File: config.mk
export PLATFORM = sky130hd
export DESIGN_NAME = audio_level_detector
export DESIGN_NICKNAME = d
export VERILOG_FILES = /design/src/rtl/audio_level_detector.sv
export SDC_FILE = /design/constraint.sdc
export NUM_CORES = 1
export LEC_CHECK = 0
export ABC_AREA = 1
export CAP_MARGIN = 30
export CELL_PAD_IN_SITES_DETAIL_PLACEMENT = 1
export CELL_PAD_IN_SITES_GLOBAL_PLACEMENT = 2
export CORE_MARGIN = 5
export CORE_UTILIZATION = 30
export CTS_BUF_LIST = sky130_fd_sc_hd__clkbuf_4
export CTS_CLUSTER_DIAMETER = 50
export DETAILED_ROUTE_END_ITERATION = 10
export PLACE_DENSITY = 0.83
export SYNTH_ARGS = -nofsm -noshare
export SYNTH_HDL_FRONTEND = slang
export SYNTH_SLANG_ARGS = --single-unit
File: constraint.sdc
create_clock -name CLOCK_50 -period 6.1 [get_ports CLOCK_50]
set_input_delay 0.915 -clock CLOCK_50 [delete_from_list [all_inputs] [get_ports CLOCK_50]]
set_output_delay 0.915 -clock CLOCK_50 [all_outputs]
set_load 0.02 [all_outputs]
File: src/rtl/audio_level_detector.sv
// Windowed loudness detector draining the audio input FIFO; pulses trigger on loud windows.
// Define AUDIO_LEVEL_PEAK_EN to report the per-window peak magnitude instead of the mean.
module audio_level_detector #(
  parameter int          LOG2_WINDOW     = 8,
  parameter logic [15:0] THRESHOLD       = 16'h1000,
  parameter int          HOLDOFF_WINDOWS = 4
) (
  input  logic        CLOCK_50,
  input  logic        reset,
  input  logic        enable,
  input  logic        audio_in_available,
  input  logic [31:0] left_channel_audio_in,
  input  logic [31:0] right_channel_audio_in,
  output logic        read_audio_in,
  output logic [15:0] level,
  output logic        level_valid,
  output logic        trigger,
  output logic        holdoff_active
);

  localparam logic [1:0] S_IDLE    = 2'd0;
  localparam logic [1:0] S_ACCUM   = 2'd1;
  localparam logic [1:0] S_HOLDOFF = 2'd2;

  localparam int HO_W = (HOLDOFF_WINDOWS < 1) ? 1 : $clog2(HOLDOFF_WINDOWS + 1);
  localparam logic [HO_W-1:0] HOLDOFF_LOAD = HO_W'(HOLDOFF_WINDOWS);

`ifdef AUDIO_LEVEL_PEAK_EN
  localparam int STAT_W = 16;
`else
  localparam int STAT_W = 16 + LOG2_WINDOW;
`endif

  logic [1:0]             state_q, state_d;
  logic [LOG2_WINDOW-1:0] cnt_q, cnt_d;
  logic [HO_W-1:0]        hold_q, hold_d;
  logic [STAT_W-1:0]      stat_q, stat_d, stat_next;
  logic [15:0]            level_q, level_d;
  logic                   level_valid_q, level_valid_d;
  logic                   trigger_q, trigger_d;

  logic [15:0] mag_l, mag_r, sample_m, level_new;

  // High half of |s|: negation carries into the top half only when the low half is zero.
  function automatic logic [15:0] sample_mag(input logic [31:0] s);
    logic [15:0] hi_inv;
    hi_inv = ~s[31:16];
    if (s[31]) begin
      return hi_inv + {15'd0, (s[15:0] == 16'd0)};
    end else begin
      return s[31:16];
    end
  endfunction

  assign read_audio_in = audio_in_available;

  assign mag_l    = sample_mag(left_channel_audio_in);
  assign mag_r    = sample_mag(right_channel_audio_in);
  assign sample_m = 16'(({1'b0, mag_l} + {1'b0, mag_r}) >> 1);

`ifdef AUDIO_LEVEL_PEAK_EN
  assign stat_next = (sample_m > stat_q) ? sample_m : stat_q;
  assign level_new = stat_next;
`else
  assign stat_next = stat_q + STAT_W'(sample_m);
  assign level_new = stat_next[STAT_W-1:LOG2_WINDOW];
`endif

  always_comb begin
    state_d       = state_q;
    cnt_d         = cnt_q;
    hold_d        = hold_q;
    stat_d        = stat_q;
    level_d       = level_q;
    level_valid_d = 1'b0;
    trigger_d     = 1'b0;

    case (state_q)
      S_IDLE: begin
        cnt_d  = '0;
        hold_d = '0;
        stat_d = '0;
        if (enable) begin
          state_d = S_ACCUM;
        end
      end

      S_ACCUM, S_HOLDOFF: begin
        // Disable wins over a same-edge window close: partial window and holdoff are dropped.
        if (!enable) begin
          state_d = S_IDLE;
          cnt_d   = '0;
          hold_d  = '0;
          stat_d  = '0;
        end else if (audio_in_available) begin
          if (&cnt_q) begin
            level_d       = level_new;
            level_valid_d = 1'b1;
            cnt_d         = '0;
            stat_d        = '0;
            if (state_q == S_HOLDOFF) begin
              hold_d = hold_q - HO_W'(1);
              if (hold_q == HO_W'(1)) begin
                state_d = S_ACCUM;
              end
            end else if (level_new >= THRESHOLD) begin
              trigger_d = 1'b1;
              if (HOLDOFF_WINDOWS > 0) begin
                hold_d  = HOLDOFF_LOAD;
                state_d = S_HOLDOFF;
              end
            end
          end else begin
            cnt_d  = cnt_q + LOG2_WINDOW'(1);
            stat_d = stat_next;
          end
        end
      end

      default: begin
        state_d = S_IDLE;
        cnt_d   = '0;
        hold_d  = '0;
        stat_d  = '0;
      end
    endcase
  end

  always_ff @(posedge CLOCK_50) begin
    if (reset) begin
      state_q       <= S_IDLE;
      cnt_q         <= '0;
      hold_q        <= '0;
      stat_q        <= '0;
      level_q       <= '0;
      level_valid_q <= 1'b0;
      trigger_q     <= 1'b0;
    end else begin
      state_q       <= state_d;
      cnt_q         <= cnt_d;
      hold_q        <= hold_d;
      stat_q        <= stat_d;
      level_q       <= level_d;
      level_valid_q <= level_valid_d;
      trigger_q     <= trigger_d;
    end
  end

  assign level          = level_q;
  assign level_valid    = level_valid_q;
  assign trigger        = trigger_q;
  assign holdoff_active = (state_q == S_HOLDOFF);

endmodule

==> out/metrics.yaml <==
outcome:
  run_status: "finished, final reports clean"
yosys:
  syn_inst: 751
  yosys.area.top_type: "dfxtp_1"
  ys_ff_latch: 55
  synth_cell_type_count: 43
  synth.cell_area_sq_mm: 0.00493
  synth_area_leaders: "dfxtp_1 (22%), nand2_1 (15%), ha_1 (11%)"
  synth_nets: 865
  seq_area_frac_synth: 0.223
  netlist.area_leader.share: 0.223
  synth_warnings: 0
  syn_area_per_cell_sq_um: 6.57
sta:
  post-route-min-period_ns: 5.59
  finalWorstSetupSlack_ns: 0.507
  rsz0062_at_grt: "no"
  slew_violations: 0
  setup_viol_count_final: 0
  fin_tns_setup_ns: 0
  timing.slew.headroom: 0.407
  fin_skew_ns: 0.0296
  fin_crit_sh: 0.917
  hold_viol: 0
  fmax_ghz: 0.179
  worst_pin_slew_ns: 0.889
die:
  core_area_sq_mm: 0.0160
  dieArea_sq_mm: 0.0191
  die-width_um: 138
  die_h_um: 138
  initial_core_util: 0.308
  placementRows: 46
  ios: 88
grt:
  grt_pass1_vias: 5311
  grt_usage: 0.150
  grt_max_degree: 25
  antenna_found_initial: 0
  grt_pass1_wl_mm: 24.8
  grt_overflow: 0
clock_network:
  clockBufferDepth: 2
  cts_root_buffer: "clkbuf_4"
  cts_inserted_buffers: 5
  clock_latency_ns: 0.40
  clock-sinks: 55
  htreeDepth: 2
  cts_tree: "yes"
  clk_pin_slew_ns: 0.18
  cts_hold_repair.buffers: 0
setup_path:
  crit_slowest_cell: "clkdlybuf4s50_1"
  cp_max_fo: 5
  start_kind: "input port"
  cpMostUsedCell: "nand2_1"
  arrival_ns: 5.90
  crit_type: "in2reg"
  required_ns: 6.40
  slowest_delay_ns: 0.41
  endpoint_kind: "register"
power:
  pwr-share-seq: 0.306
  p_comb_frac: 0.528
  p_sw_frac: 0.429
  clkPwrFrac: 0.166
  vdd_drop_max_mv: 0.0856
  power.leakage_nw: 2.84
  powerDensity_mw_per_mm2: 200
  switching_power_uw: 538
  internal_power_uw: 715
cells_and_area:
  drive_gt1_frac: 0.0907
  mostFrequentLayoutCell: "nand2_1"
  final_cell_mix: "nand2_1 (196), inv_1 (103), clkdlybuf4s50_1 (87), a21oi_1 (61), dfxtp_1 (55)"
  nFillCells: 2092
  area_growth_syn_to_layout_pct: 26.8
  nNetsFinal: 952
  n_antenna_cell: 0
drt:
  wl_per_cell_um: 13.8
  routed_wl_mm: 14.5
  drcViolationCount: 0
  drt_iter0_markers: 142
  vias_per_cell: 4.74
  postRouteAntennaNets: 0
  drt_pass1_iterations: 4
  num_vias: 4995
worst_hold_path:
  hold_class: "reg2reg"
job:
  cap_violations: 0
placed_design:
  pre_cts_ws_ns: -0.224
  gp_congestion: 0.807
  portBuffers: 87
  dpl.hpwl_mm: 12.3
routing by layer:
| metal | up-vias | GRT usage | share of wire |
|---|---|---|---|
| met4 | 0 | 0.0276 | 0.0092 |
| met1 | 2320 | 0.187 | 0.46 |
| met3 | 10 | 0.0210 | 0.027 |
| met5 | - | 0 | 0 |
| li1 | 2589 | - | - |
| met2 | 76 | 0.276 | 0.50 |
worst paths after layout:
path,from,to,slack (ns),cells past startpoint
setup / recovery,right_channel_audio_in[0],state_q[0],0.51,37
hold / removal,hold_q[1],hold_q[1],0.48,2
setup reg to reg,stat_q[0],state_q[0],3.61,17
hold reg to reg,hold_q[1],hold_q[1],0.48,2
critical path: cells and delay by family:
kind	cells	cell delay, ns
simple gates	23	2.54
fa+ha+maj	4	1.01
xor+xnor	2	0.36
buf+inv	5	0.71
compound gates	3	0.34
power groups by stage:
stage | Sequential (mW) | Combinational [mW] | Clock [mW]
final | 0.384 | 0.661 | 0.208
after global routing | 0.386 | 0.752 | 0.233
after CTS | 0.384 | 0.653 | 0.221
after detailed placement | 0.391 | 0.649 | 0
after global placement | 0.390 | 0.627 | 0
after floorplan | 0.389 | 0.454 | 0
sequential cells by signal, indices dropped and copies added, names as in the netlist:
register,flops
level_valid,1
cnt_q,8
stat_q,24
trigger,1
hold_q,3
level,16
state_q,2
timing repair:
| action | CTS | global route |
|---|---|---|
| setup endpoints to repair | 0 | 29 |
| buffers inserted | 0 | 1 |
| gates resized for setup | 0 | 19 |
layout make-up:
cell class,count,area [sq um],share of cell area
Clock inverter,2,37.5,0.00600
Clock buffer,5,37.5,0.00600
Inverter,109,414,0.0662
Sequential cell,55,1100,0.176
Tap cell,216,270,0.0432
Multi-Input combinational cell,573,3450,0.552
Timing Repair Buffer,94,943,0.151
cells in the mapped netlist (all sizes together):
master / n
xnor2: 19
nor3: 16
ha: 44
a211oi: 2
nor2: 62
clkinv: 1
o21bai: 17
buf: 4
nor4: 11
clkbuf: 10
o211ai: 1
or2: 3
o21ai: 35
nand4: 11
dfxtp: 55
nor3b: 1
xor2: 38
o211a: 1
o22ai: 1
a21oi: 64
nand2: 211
o2111ai: 1
fa: 2
and2: 2
inv: 108
o221a: 1
a31o: 3
a31oi: 2
and3: 1
nand3: 24
cells by family (layout without fill, tap and decap cells):
kind of cell / Yosys count / count (layout) / share of synthesized area
AND/OR/NAND/NOR: 342 / 342 / 0.306
AO/OA/AOI/OAI: 128 / 128 / 0.152
buffers and inverters: 123 / 210 / 0.0977
XOR/XNOR: 57 / 57 / 0.101
flip-flops: 55 / 55 / 0.223
adder cells (fa/ha/maj): 46 / 46 / 0.120
stage by stage:
step	area (sq um)	hold slack [ns]	cells	total power, mW	util
global route	6250	0.498	1054	1.37	0.391
floorplan	4930	0.439	751	0.843	-
global placement	6040	0.448	1045	1.02	0.378
detailed placement	6070	0.459	1046	1.04	0.379
finish	6250	0.479	1054	1.25	0.391
CTS	6150	0.482	1053	1.26	0.384
No activity file was read; power rests on OpenSTA's default activity.
